## src/rtl/freq_sel_ctrl.sv

```systemverilog
// freq_sel_ctrl: keypad-driven frequency index / amplitude sequencer that gates signal_m
// around every frequency change and requests bin2bcd conversions of the displayed index.
module freq_sel_ctrl #(
    parameter int SETTLE_CYCLES = 16
) (
    input  logic        clk_50m,
    input  logic        rst_n,
    input  logic        key_valid,
    input  logic [3:0]  key_code,
    input  logic [2:0]  boma,
    input  logic        bcd_done,
    output logic [3:0]  sel_idx,
    output logic        sel_wrap,
    output logic        sig_areset,
    output logic        sig_en,
    output logic [7:0]  amp_code,
    output logic        bcd_start,
    output logic [31:0] bcd_bin,
    output logic        busy,
    output logic [1:0]  state_o
);
    typedef enum logic [1:0] {IDLE = 2'd0, SETTLE = 2'd1, RUN = 2'd2} state_t;
    state_t state, state_nx;
    logic [7:0] cnt, cnt_nx;
    logic [3:0] idx_nx, last_idx;
    logic wrap_nx, last_wrap;
    logic idx_key, start_key, stop_key, changed, req, done, pending, outstanding;

    always_comb begin
        idx_key = 1'b0;
        start_key = 1'b0;
        stop_key = 1'b0;
        idx_nx = sel_idx;
        wrap_nx = sel_wrap;
        if (key_valid) begin
            idx_key = 1'b1;
            wrap_nx = 1'b0;
            case (key_code)
                4'b1100: begin idx_nx = sel_idx == 4'd9 ? 4'd0 : sel_idx + 4'd1; wrap_nx = sel_idx == 4'd9; end
                4'b1000: begin idx_nx = sel_idx == 4'd0 ? 4'd9 : sel_idx - 4'd1; wrap_nx = sel_idx == 4'd1; end
                4'b0111: idx_nx = 4'd1;
                4'b0110: idx_nx = 4'd2;
                4'b0101: idx_nx = 4'd3;
                4'b1011: idx_nx = 4'd4;
                4'b1010: idx_nx = 4'd5;
                4'b1001: idx_nx = 4'd6;
                4'b1111: idx_nx = 4'd7;
                4'b1110: idx_nx = 4'd8;
                4'b1101: idx_nx = 4'd9;
                4'b0011: begin idx_nx = 4'd0; wrap_nx = 1'b1; end
                4'b0010: begin idx_key = 1'b0; start_key = 1'b1; idx_nx = 4'd5; end
                default: begin idx_key = 1'b0; stop_key = key_code == 4'b0100; wrap_nx = sel_wrap; end
            endcase
        end
        changed = {wrap_nx, idx_nx} != {sel_wrap, sel_idx};
        state_nx = state;
        cnt_nx = cnt;
        if (stop_key)
            state_nx = IDLE;
        else if (start_key || (idx_key && (state == SETTLE || (state == RUN && changed)))) begin
            state_nx = SETTLE;
            cnt_nx = 8'd0;
        end else if (state == SETTLE) begin
            if (cnt == 8'(SETTLE_CYCLES - 1))
                state_nx = RUN;
            else
                cnt_nx = cnt + 8'd1;
        end
    end

    // A conversion is requested the cycle after the displayed value changes.
    assign req = {sel_wrap, sel_idx} != {last_wrap, last_idx};
    assign done = bcd_done && outstanding;
    assign busy = state == SETTLE || outstanding;
    assign state_o = state;

    always_ff @(posedge clk_50m) begin
        if (!rst_n) begin
            state <= IDLE;
            cnt <= 8'd0;
            sel_idx <= 4'd0;
            sel_wrap <= 1'b0;
            last_idx <= 4'd0;
            last_wrap <= 1'b0;
            sig_areset <= 1'b1;
            sig_en <= 1'b0;
            amp_code <= 8'd0;
            bcd_start <= 1'b0;
            bcd_bin <= 32'd0;
            pending <= 1'b0;
            outstanding <= 1'b0;
        end else begin
            state <= state_nx;
            cnt <= cnt_nx;
            sel_idx <= idx_nx;
            sel_wrap <= wrap_nx;
            last_idx <= sel_idx;
            last_wrap <= sel_wrap;
            sig_areset <= state_nx != RUN;
            sig_en <= state_nx == RUN;
            amp_code <= boma == 3'b100 ? 8'd1 : boma == 3'b010 ? 8'd2 : boma == 3'b001 ? 8'd5 : 8'd0;
            bcd_start <= 1'b0;
            if ((done && (pending || req)) || (!outstanding && req)) begin
                bcd_start <= 1'b1;
                bcd_bin <= {28'd0, sel_wrap ? 4'd10 : sel_idx};
                outstanding <= 1'b1;
                pending <= 1'b0;
            end else if (done)
                outstanding <= 1'b0;
            else if (req)
                pending <= 1'b1;
        end
    end
endmodule

```

## config.mk

```make
export PLATFORM = sky130hd
export DESIGN_NAME = freq_sel_ctrl
export DESIGN_NICKNAME = d
export VERILOG_FILES = /design/src/rtl/freq_sel_ctrl.sv
export SDC_FILE = /design/constraint.sdc
export NUM_CORES = 1
export LEC_CHECK = 0
export ABC_CLOCK_PERIOD_IN_PS = 2500
export CAP_MARGIN = 40
export CORE_MARGIN = 8
export CORE_UTILIZATION = 40
export DETAILED_ROUTE_END_ITERATION = 12
export PLACE_DENSITY = 0.8
export SLEW_MARGIN = 0
export SYNTH_ARGS = -nofsm -noshare
export SYNTH_HDL_FRONTEND = slang
export SYNTH_SLANG_ARGS = --single-unit
export TNS_END_PERCENT = 50
```

## constraint.sdc

```tcl
create_clock -name clk_50m -period 2.5 [get_ports clk_50m]
set_clock_uncertainty 0.1 [all_clocks]
set_input_delay 0.375 -clock clk_50m [delete_from_list [all_inputs] [get_ports clk_50m]]
set_output_delay 0.375 -clock clk_50m [all_outputs]
set_load 0.02 [all_outputs]
```

==> results_dict.tcl, run 1 <==
set metrics [dict create \
    instances_no_fill 407 \
    async_flop_share 0 \
    p_leak_uw 0.00128 \
    violations "setup timing" \
    row_count 26 \
    globalplace.congestion 0.862 \
    grt_pass1_wl_um 8520 \
    rsz0062_at_grt "true" \
    clkTransAtPathRegs_ps 70 \
    hold_depth 1 \
    ir_drop_mv 0.365 \
    area_growth_pct 35.5 \
    met1_usage 0.161 \
    layout-drive-gt1-share 0.237 \
    cts-htree-levels 2 \
    grt-ovfl-total 0 \
    initial_core_util 0.419 \
    die_y_um 89.6 \
    busiest_layer "met2" \
    power_density_mw_per_mm2 496 \
    yosysWarningCount 0 \
    fmaxAchievable_mhz 398 \
    avgSynthCellArea_um2 8.14 \
    die-area_mm2 0.00803 \
    final.setup.worst_slack_ps -9.51 \
    layout.nets 351 \
    max_cap_violations 0 \
    drc 0 \
    ant_nets 0 \
    tritoncts "done" \
    viasPerCell 4.88 \
    clk_latency_ps 280 \
    synthCells 266 \
    final-setup-viol-count 1 \
    antenna_cells 0 \
    num_vias 1986 \
    worst_ep_required_time_ps 2560 \
    holdPathEnd "bcd_bin[3]$_SDFFE_PN0P_" \
    r2r_start "sel_idx[0]$_SDFF_PN0_" \
    synth_top_cell_area_share 0.296 \
    drt_iter0_markers 143 \
    cts_root_buf "clkbuf_8" \
    slew_viol_final 0 \
    cts_buffers 5 \
    ys_ff_latch 32 \
    synth.distinct_cells 56 \
    outcome "finished with violations" \
    synth_edf_count 0 \
    synth-seq-area-share 0.296 \
    ys.flop_type "dfxtp_1" \
    placed_cells 387 \
    antenna_found_initial 0 \
    timing.final.crit_share 1.00 \
    track_usage 0.134 \
    coreArea_mm2 0.00517 \
    hold_buffers 0 \
    grt_pass1_vias 1920 \
    synth_area_mm2 0.00217 \
    ios 62 \
    critPathLaunchType "register" \
    wl_per_cell_um 13.0 \
    hold_viol_final 0 \
    critical_path_class "reg2reg" \
    arrival_ps 2570 \
    use_met3 0.0318 \
    final_util 0.567 \
    timing.slew.headroom 0.557 \
    place_hpwl_um 3920 \
    routed_wl_um 5280 \
    hold_path_startpoint "bcd_bin[3]$_SDFFE_PN0P_" \
    reg2reg_depth 10 \
    drt_first_pass_iters 4 \
    grt_max_degree 30 \
    cp_max_fo 5 \
    clkSinkCount 32 \
    io_buffers 28 \
    ff2ff_setup_slack_ps -10 \
    rr_endpoint "sig_areset$_SDFF_PN1_" \
    fp.dieW_um 89.6 \
    worstSetupEndpointType "register" \
    period_needed_ps 2510 \
    synth_top_cell_by_area "dfxtp_1" \
    worstMarginPinSlew_ps 665 \
    clockBufferDepth 2 \
    holdCritPathClass "reg2reg" \
    grt_use_met2 0.229 \
    synth.area.top_cells "dfxtp_1 (30%), buf_4 (12%), nor2_1 (4.5%)" \
]
[routing by layer]
layer / wire length [um] / part of all wire
met5: 0 / 0
met4: 85 / 0.016
met3: 372 / 0.070
met2: 2550 / 0.48
met1: 2280 / 0.43
[metrics by stage]
step           cell area (um^2)  hold WS [ps]  setup TNS, ps  setup slack [ps]  power (uW)
2_1_floorplan              2300           351              0              27.3         845
3_3_place_gp               2650           387          -2990              -422         947
3_5_place_dp               2650           399          -3490              -419         954
4_1_cts                    2850           411              0             0.662        1450
5_1_grt                    2940           426           -691              -137        1530
6_report                   2940           411          -9.51             -9.51        1460
[where the power goes]
group | switching [uW] | internal, uW | total (uW) | leakage, uW
logic | 226 | 196 | 422 | 0.000965
clock network | 178 | 295 | 473 | 0.0000552
registers | 23.8 | 538 | 562 | 0.000262
[worst max-delay path by stage]
stage	from	end	slack, ps	cells after the start
floorplan	sel_idx[0]$_SDFF_PN0_	sig_areset$_SDFF_PN1_	30	10
global placement	key_code[3]	sig_areset$_SDFF_PN1_	-420	10
detailed placement	key_code[3]	sig_areset$_SDFF_PN1_	-420	10
CTS	key_code[0]	sig_en$_SDFF_PN0_	0.7	12
global route	sel_idx[0]$_SDFF_PN0_	sig_areset$_SDFF_PN1_	-140	10
finish	sel_idx[0]$_SDFF_PN0_	sig_areset$_SDFF_PN1_	-10	10
[state kept, by name, summed over array words and instances (netlist names)]
name,cells
pending,1
cnt,8
sel_idx,4
last_wrap,1
sel_wrap,1
bcd_start,1
amp_code,3
sig_areset,1
sig_en,1
state_o,2
outstanding,1
last_idx,4
bcd_bin,4
[area by class of cell]
class                      count  area [um^2]
fill                         474         2240
multi-input combinational    209         1360
timing repair buffer          80          704
sequential                    32          643
tap                           70         87.6
clock buffer                   6         72.6
clock inverter                 2         35.0
inverter                       8         32.5
[worst max-delay path, stage by stage (launching register included)]
cell and delay, ps:
dfxtp_2 350, buf_6 110, ha_4 130, nand2_2 50, a211o_1 310, a311oi_2 310
o22ai_1 150, a211oi_2 280, a311oi_1 130, buf_4 180, or3_1 300
[timing repair]
action / CTS / global route
gates resized for setup: 13 / 13
pin swaps: 8 / 12
buffers inserted: 8 / 4
endpoints found under the setup margin: 6 / 12
gates cloned: 0 / 0
[logic make-up after synthesis]
logic type	after synthesis	share of synthesized area
xor gates and xnor gates	15	0.0607
other	1	0.00173
adders and majority gates	5	0.0277
and+or+nand+nor	110	0.284
buffers and inverters	57	0.163
DFF	32	0.296
AOI/OAI and AO/OA	42	0.148
muxes	4	0.0185
[cell usage in the layout (no fill, tap or decap), drive strengths merged, types with 6 or more instances in the layout]
master,Yosys,routed
xnor2,11,11
dfxtp,32,32
buf,42,52
and2,7,7
nor2b,6,6
inv,8,8
nor2,27,27
nand4,8,8
nand3,6,6
clkbuf,7,6
clkdlybuf4s50,0,24
conb,1,33
nand2,22,22
o21ai,10,10
[cell usage after synthesis, drive strengths merged (2+ instances only)]
cell and instances:
a211o 2, a211oi 2, a21boi 4, a21oi 4
a22o 2, a311o 2, a311oi 2, a31oi 3
and2 7, and3 4, buf 42, clkbuf 7
dfxtp 32, ha 4, inv 8, mux2i 4
nand2 22, nand2b 4, nand3 6, nand3b 3
nand4 8, nand4b 4, nor2 27, nor2b 6
nor3 4, nor3b 4, nor4 2, nor4bb 2
o211a 3, o21ai 10, or2 2, xnor2 11
xor2 4
Note: power is estimated with default switching activity, not from simulation.
==> inputs of run 2 (changes only) <==
--- a/config.mk
+++ b/config.mk
@@ -10,6 +10,7 @@
 export CORE_MARGIN = 8
 export CORE_UTILIZATION = 40
 export DETAILED_ROUTE_END_ITERATION = 12
+export GPL_ROUTABILITY_DRIVEN = 0
 export PLACE_DENSITY = 0.8
 export SLEW_MARGIN = 0
 export SYNTH_ARGS = -nofsm -noshare
==> run 2 against run 1 <==
Against the previous run:
- critical endpoint unchanged
- global-route usage is 0.47 points higher
- design area is 0.51% higher
- wire length is 4.5% higher
- first-iteration DRC count is 55% higher
- non-clock buffer count is 5 higher
- combinational power is 1% higher
- hold slack worse by 11 ps
- largest cell class unchanged
- the run now ends clean
- sequential power hardly changed
- via count is 2.5% higher
==> results_dict.tcl, run 2 (same netlist as run 1, synthesis figures left out) <==
set metrics [dict create \
    die-area_mm2 0.00803 \
    cpLargestDelayFamily "compound AO/OA/AOI/OAI gates" \
    die_y_um 89.6 \
    num_vias 2036 \
    initial_core_util 0.419 \
    io_buffers 28 \
    track_usage 0.139 \
    critical_path.max_stage_delay_ps 360 \
    worstSetupEndpointType "register" \
    final.setup.worst_slack_ps 52.0 \
    place_area_mm2 0.00270 \
    cp_max_fo 4 \
    routed_wl_um 5520 \
    slew_viol_final 0 \
    coreArea_mm2 0.00517 \
    area_growth_pct 36.2 \
    cts_root_buf "clkbuf_8" \
    grt_max_degree 30 \
    fp.dieW_um 89.6 \
    ios 62 \
    tritoncts "done" \
    drt_first_pass_iters 4 \
    final_common_cell "buf_4" \
    layout-drive-gt1-share 0.246 \
    wl_per_cell_um 13.4 \
    cts_buffers 5 \
    rsz0062_at_grt "true" \
    final_area_mm2 0.00295 \
    holdCritPathClass "reg2reg" \
    dp_slack_ps -499 \
    arrival_ps 2510 \
    grt_pass1_vias 1945 \
    clockBufferDepth 2 \
    grt-ovfl-total 0 \
    outcome "finished clean" \
    critical_path_class "reg2reg" \
    final-setup-viol-count 0 \
    ff2ff_setup_slack_ps 50 \
    drt_iter0_markers 222 \
    hold_viol_final 0 \
    clkTransAtPathRegs_ps 70 \
    fmaxAchievable_mhz 409 \
    viasPerCell 4.94 \
    largest_register_ffs 8 \
    critPathLaunchType "register" \
    layout.nets 356 \
    grt_pass1_wl_um 8780 \
    clk_latency_ps 280 \
    place_hpwl_um 4030 \
    p_leak_uw 0.00129 \
    worst_ep_required_time_ps 2560 \
    worstMarginPinSlew_ps 658 \
    path_buf_inv 1 \
    fillers 458 \
    largest-register "cnt" \
    clkSinkCount 32 \
    drc 0 \
    ir_drop_mv 0.416 \
    antenna_found_initial 0 \
    crit_slowest_cell "dfxtp_4" \
    period_needed_ps 2450 \
    row_count 26 \
    crit_path_cell_trace "ha_2, nor2b_1, a211o_1, a311oi_2, o22ai_1, a211oi_2, a311oi_1, buf_4, or3_1" \
    final_cell_mix "buf_4 (52), conb_1 (33), dfxtp_1 (30)" \
    antenna_cells 0 \
    max_cap_violations 0 \
    power_density_mw_per_mm2 499 \
    ant_nets 0 \
    timing.final.crit_share 0.979 \
    timing.slew.headroom 0.561 \
    final_util 0.570 \
    cts-htree-levels 2 \
]
-- run 2: worst register-to-register path: cells and delay by family (launching register included) --
| kind | cells | cell delay [ps] |
|---|---|---|
| DFF | 1 | 360 |
| and+or+nand+nor | 2 | 430 |
| buffers and inverters | 1 | 180 |
| adders and majority gates | 1 | 200 |
| AOI/OAI and AO/OA | 5 | 1060 |
-- run 2: layer usage --
layer  track usage  up-vias  part of all wire
met5             0        -                 0
met4        0.0272        0            0.0040
met3        0.0373        5             0.072
met2         0.248       70              0.50
met1         0.161      952              0.43
li1              -     1009                 -
-- run 2: final timing paths --
| path | start | endpoint | depth (start not counted) |
|---|---|---|---|
| setup / recovery | sel_idx[0]$_SDFF_PN0_ | sig_areset$_SDFF_PN1_ | 9 |
| hold / removal | bcd_bin[3]$_SDFFE_PN0P_ | bcd_bin[3]$_SDFFE_PN0P_ | 1 |
| setup reg to reg | sel_idx[0]$_SDFF_PN0_ | sig_areset$_SDFF_PN1_ | 9 |
| hold reg to reg | bcd_bin[3]$_SDFFE_PN0P_ | bcd_bin[3]$_SDFFE_PN0P_ | 1 |
-- run 2: where the power goes --
group / total (uW) / internal [uW] / switching [uW]
Sequential: 561 / 538 / 23.6
Combinational: 427 / 201 / 226
Clock: 483 / 295 / 187
-- run 2: final cells by class --
| cell class | instances | area [um^2] | area share |
|---|---|---|---|
| Sequential cell | 32 | 646 | 0.219 |
| Tap cell | 70 | 87.6 | 0.0297 |
| Multi-Input combinational cell | 209 | 1340 | 0.454 |
| Inverter | 8 | 30.0 | 0.0102 |
| Timing Repair Buffer | 85 | 739 | 0.251 |
| Clock inverter | 2 | 35.0 | 0.0119 |
| Clock buffer | 6 | 72.6 | 0.0246 |
-- run 2: what timing repair did --
action                     in CTS  in global routing
gates resized for setup        13                  8
hold buffers                    0                  0
setup endpoints to repair      11                 12
pin swaps                       8                  7
hold endpoints to repair        0                  0
setup buffers                   9                  2
-- run 2: through the flow --
step	power [uW]	instances	setup TNS, ps	hold WS [ps]
final	1470	412	0	400
after detailed placement	966	393	-4820	388
after global routing	1540	412	-267	425
after global placement	956	393	-4060	386
after floorplan	845	298	0	351
after CTS	1470	410	0	404
